### config.mk
export PLATFORM = sky130hd
export DESIGN_NAME = vu_meter_peak_nch
export DESIGN_NICKNAME = d
export VERILOG_FILES = /design/src/rtl/vu_meter_peak_nch.sv
export SDC_FILE = /design/constraint.sdc
export NUM_CORES = 1
export LEC_CHECK = 0
export BUFFER_PORTS_ARGS = -buffer_cell sky130_fd_sc_hd__buf_2
export CAP_MARGIN = 15
export CORE_MARGIN = 4
export CORE_UTILIZATION = 62
export CTS_BUF_LIST = sky130_fd_sc_hd__clkbuf_8
export DETAILED_ROUTE_END_ITERATION = 6
export PLACE_DENSITY = 0.8
export SYNTH_ARGS = -nofsm -noshare
export SYNTH_HDL_FRONTEND = slang
export SYNTH_SLANG_ARGS = --single-unit
export TNS_END_PERCENT = 20
### constraint.sdc
create_clock -name clk_i -period 12.5 [get_ports clk_i]
set_input_delay 0.625 -clock clk_i [delete_from_list [all_inputs] [get_ports clk_i]]
set_output_delay 0.625 -clock clk_i [all_outputs]
set_load 0.01 [all_outputs]
### src/rtl/vu_meter_peak_nch.sv
// vu_meter_peak_nch: multi-channel VU meter with attack/decay level
// tracking, per-channel peak-hold dot and sticky clip flags.
module vu_meter_peak_nch #(
    parameter int NUM_CH       = 2,
    parameter int SAMPLE_W     = 24,
    parameter int NUM_LEDS     = 6,
    parameter int LEVEL_W      = 32,
    parameter int SCALE_SHIFT  = 12,
    parameter int ATTACK_SHIFT = 3,
    parameter int DECAY_SHIFT  = 11,
    parameter int TH_BASE      = 1000,
    parameter int HOLD_TICKS   = 25,
    parameter int LED_DIV      = 540000,
    localparam int CH_W = (NUM_CH > 1) ? $clog2(NUM_CH) : 1
) (
    input  logic                       clk_i,
    input  logic                       rst_i,
    input  logic                       s_valid_i,
    output logic                       s_ready_o,
    input  logic signed [SAMPLE_W-1:0] s_data_i,
    input  logic [CH_W-1:0]            s_ch_i,
    input  logic                       clip_clr_i,
    output logic [NUM_CH*NUM_LEDS-1:0] leds_o,
    output logic [NUM_CH-1:0]          clip_o
);

    localparam int BW = $clog2(NUM_LEDS + 1);
    localparam int HW = (HOLD_TICKS > 0) ? $clog2(HOLD_TICKS + 1) : 1;
    localparam int DW = (LED_DIV > 1) ? $clog2(LED_DIV) : 1;
    localparam int TW = LEVEL_W + 48;

    localparam logic [SAMPLE_W-1:0] S_MAX = {1'b0, {(SAMPLE_W-1){1'b1}}};
    localparam logic [SAMPLE_W-1:0] S_MIN = {1'b1, {(SAMPLE_W-1){1'b0}}};

    typedef enum logic {ST_ACCEPT, ST_UPDATE} state_t;

    state_t                    state_q;
    logic                      ready_q;
    logic [LEVEL_W-1:0]        m_q;
    logic [CH_W-1:0]           ch_q;
    logic                      chv_q;
    logic [NUM_CH-1:0]         clip_q;
    logic [LEVEL_W-1:0]        level_q [NUM_CH];
    logic [BW-1:0]             pk_q    [NUM_CH];
    logic [HW-1:0]             hold_q  [NUM_CH];
    logic [NUM_CH*NUM_LEDS-1:0] leds_q;
    logic [DW-1:0]             div_q;

    logic [SAMPLE_W-2:0]       s_mag;
    logic [LEVEL_W-1:0]        m_d;
    logic                      s_hit;
    logic                      ch_ok;
    logic                      acc;
    logic [NUM_CH-1:0]         clip_set;
    logic [CH_W-1:0]           ch_idx;
    logic [LEVEL_W-1:0]        lvl;
    logic [LEVEL_W-1:0]        up;
    logic [LEVEL_W-1:0]        dn;
    logic [LEVEL_W-1:0]        level_d;
    logic                      tick;
    logic [BW-1:0]             bar;
    logic [TW-1:0]             th;
    logic [BW-1:0]             pk_d    [NUM_CH];
    logic [HW-1:0]             hold_d  [NUM_CH];
    logic [NUM_CH*NUM_LEDS-1:0] leds_d;

    assign acc   = s_valid_i & ready_q;
    assign ch_ok = (32'(s_ch_i) < NUM_CH);
    assign s_hit = (s_data_i == S_MAX) || (s_data_i == S_MIN);

    // Most negative code saturates to the largest positive magnitude
    always_comb begin
        s_mag = s_data_i[SAMPLE_W-2:0];
        if (s_data_i == S_MIN)
            s_mag = S_MAX[SAMPLE_W-2:0];
        else if (s_data_i[SAMPLE_W-1])
            s_mag = (SAMPLE_W-1)'(-s_data_i);
        m_d = LEVEL_W'(s_mag) >> SCALE_SHIFT;
    end

    always_comb begin
        clip_set = '0;
        for (int c = 0; c < NUM_CH; c++)
            clip_set[c] = acc && ch_ok && s_hit && (32'(s_ch_i) == c);
    end

    always_comb begin
        ch_idx  = chv_q ? ch_q : '0;
        lvl     = level_q[ch_idx];
        up      = (m_q - lvl) >> ATTACK_SHIFT;
        dn      = lvl >> DECAY_SHIFT;
        if (up == '0) up = LEVEL_W'(1);
        if (dn == '0) dn = LEVEL_W'(1);
        level_d = lvl;
        if (m_q > lvl)
            level_d = lvl + up;
        else if (lvl != '0)
            level_d = lvl - dn;
    end

    // Display path reads the stored level, so a coincident write is seen next tick
    always_comb begin
        tick   = (div_q == DW'(LED_DIV - 1));
        leds_d = '0;
        bar    = '0;
        th     = '0;
        for (int c = 0; c < NUM_CH; c++) begin
            pk_d[c]   = pk_q[c];
            hold_d[c] = hold_q[c];
            bar       = '0;
            for (int k = 0; k < NUM_LEDS; k++) begin
                th = TW'(TH_BASE) << k;
                if (th[TW-1:LEVEL_W] == '0 && level_q[c] > th[LEVEL_W-1:0])
                    bar = bar + BW'(1);
            end
            if (bar >= pk_q[c]) begin
                pk_d[c]   = bar;
                hold_d[c] = HW'(HOLD_TICKS);
            end else if (hold_q[c] != '0) begin
                hold_d[c] = hold_q[c] - HW'(1);
            end else begin
                pk_d[c] = pk_q[c] - BW'(1);
            end
            for (int k = 0; k < NUM_LEDS; k++)
                leds_d[c*NUM_LEDS + k] = (BW'(k) < bar) ||
                    (pk_d[c] != '0 && BW'(k) == pk_d[c] - BW'(1));
        end
    end

    always_ff @(posedge clk_i) begin
        if (rst_i) begin
            state_q <= ST_ACCEPT;
            ready_q <= 1'b0;
            m_q     <= '0;
            ch_q    <= '0;
            chv_q   <= 1'b0;
            clip_q  <= '0;
            leds_q  <= '0;
            div_q   <= '0;
            for (int c = 0; c < NUM_CH; c++) begin
                level_q[c] <= '0;
                pk_q[c]    <= '0;
                hold_q[c]  <= '0;
            end
        end else begin
            clip_q <= (clip_q & ~{NUM_CH{clip_clr_i}}) | clip_set;
            div_q  <= tick ? '0 : div_q + DW'(1);
            if (tick) begin
                leds_q <= leds_d;
                for (int c = 0; c < NUM_CH; c++) begin
                    pk_q[c]   <= pk_d[c];
                    hold_q[c] <= hold_d[c];
                end
            end
            unique case (state_q)
                ST_ACCEPT: begin
                    if (acc) begin
                        m_q     <= m_d;
                        ch_q    <= s_ch_i;
                        chv_q   <= ch_ok;
                        state_q <= ST_UPDATE;
                        ready_q <= 1'b0;
                    end else begin
                        ready_q <= 1'b1;
                    end
                end
                ST_UPDATE: begin
                    if (chv_q)
                        level_q[ch_idx] <= level_d;
                    state_q <= ST_ACCEPT;
                    ready_q <= 1'b1;
                end
            endcase
        end
    end

    assign s_ready_o = ready_q;
    assign leds_o    = leds_q;
    assign clip_o    = clip_q;

endmodule

After elaboration in Yosys (flattened, before gate mapping)
Memory sizes are Yosys's and may differ from the RTL's.
Index checks and enable logic that the tools add are counted.
Word-level totals
  flip-flop bits (word level): 49
  bits in writable memories: 80
  bits of input ports: 29
  output and inout bits: 15
  logic and storage cells: 169
  memories: 3
Memories
  level_q: words 2, bits a word 32, rd ports 3, clocked after memory_dff 0, wr ports 2, RTL line 43  | logic [LEVEL_W-1:0] level_q [NUM_CH];
  hold_q: words 2, bits a word 5, rd ports 2, clocked after memory_dff 0, wr ports 2, RTL line 45  | logic [HW-1:0] hold_q [NUM_CH];
  pk_q: words 2, bits a word 3, rd ports 2, clocked after memory_dff 0, wr ports 2, RTL line 44  | logic [BW-1:0] pk_q [NUM_CH];
Cells by class
  $add $sub $neg: 21
  magnitude comparators: 27
  equality and inequality tests: 13
  mux-type cells: 47
  bitwise gates (word level): 10
  reductions and logical operators: 40
Operators with widths (count)
  32-bit 2-to-1 mux: 3
  32-bit by 10-bit > comparator with 1-bit output (second input constant): 2
  32-bit by 11-bit > comparator with 1-bit output (second input constant): 2
  32-bit by 12-bit > comparator with 1-bit output (second input constant): 2
  32-bit by 13-bit > comparator with 1-bit output (second input constant): 2
  32-bit by 14-bit > comparator with 1-bit output (second input constant): 2
  32-bit by 15-bit > comparator with 1-bit output (second input constant): 2
  32-bit logical NOT: 2
  3-bit 2-to-1 mux: 16
  23-bit 2-to-1 mux: 2
  32-bit adder: 1
  11-bit by 32-bit > comparator with 1-bit output: 1
  32-bit nonzero test: 1
  32-bit OR reduction: 1
  11-bit by 32-bit subtractor with 32-bit output: 1
  32-bit subtractor: 1
  3-bit by 1-bit adder with 3-bit output (second input constant): 10
  5-bit 2-to-1 mux: 6
  29-bit 2-to-1 mux: 1
  24-bit by 23-bit == test with 1-bit output (second input constant): 1
  24-bit == test (second input constant): 1
  23-bit negation: 1
  21-bit 2-to-1 mux: 1
  20-bit by 1-bit adder with 20-bit output (second input constant): 1
  other kinds (25): 95

Longest topological paths before layout
An unclocked memory read counts as a cell.
  depth in word-level cells: 19
  mapped depth: 34

Worst setup path after synthesis
Ideal clock, no wire load.
  path kind: reg-to-reg
  start point: register ch_q
  end point: memory level_q[0][24], data pin
  arrival: 7303 ps
  setup slack: 5030 ps
  cell stages (with the launch flop): 31
  clock period less this slack: 7470 ps
  path through: dfxtp_1 -> buf_6 -> nand2_2 -> buf_4 -> buf_1 -> clkbuf_1 -> clkbuf_1 -> nand2_1 -> nand2_1 -> ha_1 -> nand2b_1 -> and3_4 -> o41ai_4 -> a21oi_4 -> a21oi_1 -> xnor2_1 -> or4_1 -> or4_1 -> or4b_1 -> nor4_2 -> a31o_1 -> ha_1 -> inv_1 -> fa_1 -> maj3_2 -> maj3_2 -> nor4_4 -> o2111ai_2 -> a31o_1 -> xor2_1 -> a211oi_1
RTL lines
  start, declared: RTL line 40  | logic [CH_W-1:0] ch_q;
  start signal, assigned: RTL line 159  | ch_q <= s_ch_i;
  end, declared: RTL line 43

==> qor.csv <==
metric,value,unit
multi_input_area,7779,sq um
cts_max_level,4,
worst_pin_slew,0.9978,ns
status,finished clean,
cp-end-kind,register,
synth_warnings,0,
timing.rr.end,level_q[0][24]$_SDFFCE_PN0P_,
tns,0,ns
die_area,21090,sq um
pre_cts_ws,4.681,ns
crit_type,register to register,
insertion_delay,0.45,ns
cp.required,12.78,ns
final-seq-area,3383,sq um
setup_slack,4.426,ns
antenna_found_initial,0,
fmax,123.9,MHz
dpl.hpwl,26130,um
cellPowerDensity,94.12,nW/um^2
io_buffers,43,
vdd.ir_drop.worst,0.05963,mV
cap_violations,0,
layout_common_cells,"nor2_1, nand2_1, a21oi_1",
rows,49,
drtIter0Drc,1402,
rrSetupSlack,4.43,ns
cts_root_buf,clkbuf_8,
rsz0062_at_grt,false,
post_cts_buffers,0,
gp_congestion,1.001,
hold_path.class,input port to register,
grt.total_usage,31.08,%
die-height,145.2,um
reg2reg_depth,25,
drt-wirelength-per-cell,20.09,um
ant_nets,0,
cts_tree,yes,
final_max_slew_viol_count,0,
synthCells,1436,
coreArea,18270,sq um
syn_area,11670,sq um
synth-seq-cells,129,
yosysUniqueCellTypes,100,
seq_area_frac_synth,28.98,%
drive_gt1_share,9.598,%
grt_pass1_wl,53790,um
start_kind,register,
cts_resized,0,
synth_edf_count,80,
setup_viol,0,
reg2reg_from,ch_q$_SDFFE_PP0P_,
viasPerCell,6.651,
async_reset_ff_share,0,%
cts_inserted_buffers,17,
hold_end,clip_o[0]$_SDFF_PP0_,
syn_nets,1537,
routed_wl,34120,um
num_vias,11290,
crit_arrival,8.35,ns
min_from,clip_clr_i,
worstHoldPathCells,3,
period_needed,8.074,ns
fin_crit_sh,64.59,%
drc,0,
grt_overflow_total,0,
diodes,0,
power.leakage,5.109,nW
synthFlopType,edfxtp_1,
syn_avg_cell_area,8.130,sq um
clk_pin_slew,0.08,ns
area_delta_synth_final,6.334,%
hold_viol,0,
io_pins,44,
relSlewSlack,31.57,%
fillers,1525,
cts_sinks,129,
hold_buffers,0,
layout_commonest_cell,nor2_1,
cts.path.max_buffers,2,
die_x,145.2,um
grt_pass1_vias,10440,
start_util,63.90,%
grt_max_degree,59,
drtPass1Iterations,6,
critical_path_peak_fanout,22,
finalNetCount,1557,
fin_skew,0.01133,ns
worst max-delay path, stage by stage, from the launching register on:
cell	delay [ns]
dfxtp_1	0.70
and2_1	0.74
nand2_1	0.12
a21boi_0	0.18
ha_1	0.49
nand2_1	0.10
a221o_1	0.29
a211oi_1	0.33
o21ai_1	0.20
a21boi_2	0.24
or2_2	0.26
nand3_1	0.13
nor3_1	0.36
nand3_1	0.14
a2111oi_0	0.61
a31o_1	0.26
ha_1	0.20
inv_1	0.06
fa_1	0.40
maj3_2	0.33
maj3_2	0.36
nor4_4	0.47
o2111ai_2	0.23
a31o_1	0.28
xor2_1	0.15
a211oi_1	0.26
how the worst max path moves through the flow:
stage	start	end
after global placement	ch_q$_SDFFE_PP0P_	level_q[0][24]$_SDFFCE_PN0P_
after CTS	ch_q$_SDFFE_PP0P_	level_q[0][24]$_SDFFCE_PN0P_
final	ch_q$_SDFFE_PP0P_	level_q[0][24]$_SDFFCE_PN0P_
after detailed placement	ch_q$_SDFFE_PP0P_	level_q[0][24]$_SDFFCE_PN0P_
after floorplan	ch_q$_SDFFE_PP0P_	level_q[0][24]$_SDFFCE_PN0P_
after global routing	ch_q$_SDFFE_PP0P_	level_q[0][24]$_SDFFCE_PN0P_
layout make-up:
| type | count | area share (%) |
|---|---|---|
| multi-input cells | 1179 | 62.66 |
| inverters | 76 | 2.298 |
| flip-flops and latches | 129 | 27.25 |
| clock buffers | 20 | 2.217 |
| clock inverters | 12 | 0.9272 |
| repair buffers | 53 | 2.338 |
| well taps | 229 | 2.308 |
kinds of logic (layout without fill, tap and decap cells):
group | after synthesis | count (layout) | share of synthesized area (%)
AOI/OAI and AO/OA | 337 | 337 | 20.30
and+or+nand+nor | 603 | 603 | 25.11
xor gates and xnor gates | 123 | 123 | 9.292
muxes | 37 | 37 | 3.333
buffers and inverters | 128 | 161 | 4.480
adders and majority gates | 79 | 79 | 8.509
DFF | 129 | 129 | 28.98
power breakdown:
| group | total [W] | internal [W] | switching (W) | leakage, nW |
|---|---|---|---|---|
| Clock | 0.000358 | 0.000190 | 0.000168 | 0.213 |
| Sequential | 0.000483 | 0.000464 | 0.0000186 | 1.22 |
| Combinational | 0.000327 | 0.000122 | 0.000205 | 3.67 |
routing by layer:
layer	up-vias	track usage, %	share of wire, %
met5	-	0	0
met4	0	11.25	3.3
met3	126	6.829	11
met2	668	49.12	44
met1	5240	42.13	41
li1	5259	-	-
cell usage after synthesis, drive strengths merged, types with 6 or more instances:
master / instances / area share (%)
nand3: 59 / 2.5
nand4: 19 / 1.0
a21boi: 7 / 0.51
o21ai: 53 / 2.3
nor2: 181 / 5.8
o211ai: 9 / 0.58
and2: 23 / 1.2
mux2: 12 / 1.2
clkbuf: 35 / 1.1
a21o: 32 / 2.1
nand3b: 6 / 0.39
xnor2: 75 / 5.6
a211oi: 27 / 1.9
or4: 11 / 0.71
edfxtp: 80 / 21
and3: 13 / 0.75
dfxtp: 49 / 8.4
nor4: 25 / 1.5
a311oi: 10 / 0.80
o21bai: 12 / 0.77
or2: 9 / 0.48
ha: 70 / 7.5
o22ai: 9 / 0.48
a221o: 6 / 0.51
nand2: 151 / 4.9
o31ai: 9 / 0.62
buf: 17 / 0.90
maj3: 7 / 0.66
a21oi: 92 / 4.0
or3: 16 / 0.86
a31oi: 9 / 0.61
xor2: 48 / 3.7
inv: 75 / 2.4
nand2b: 21 / 1.1
nor3: 34 / 1.5
mux2i: 25 / 2.1
o21a: 11 / 0.71
nor2b: 15 / 0.80
flip-flops by register name (all words and copies together) (netlist names):
register,cells
level_q,64
div_q,20
leds_o,12
m_q,11
hold_q,10
pk_q,6
clip_o,2
ch_q,1
chv_q,1
s_ready_o,1
state_q,1
metrics by stage:
stage / hold slack (ns) / util [%] / std cells / cell area (sq um) / power [W]
after floorplan: 0.4302 / - / 1436 / 11670 / 0.0007262
after global placement: 0.4414 / 65.81 / 1666 / 12020 / 0.0008007
after detailed placement: 0.4516 / 65.81 / 1666 / 12020 / 0.0008064
after CTS: 0.4305 / 67.95 / 1698 / 12410 / 0.001159
after global routing: 0.4566 / 67.95 / 1698 / 12410 / 0.001215
final: 0.4517 / 67.95 / 1698 / 12410 / 0.001168
No activity file was read; power rests on OpenSTA's default activity.
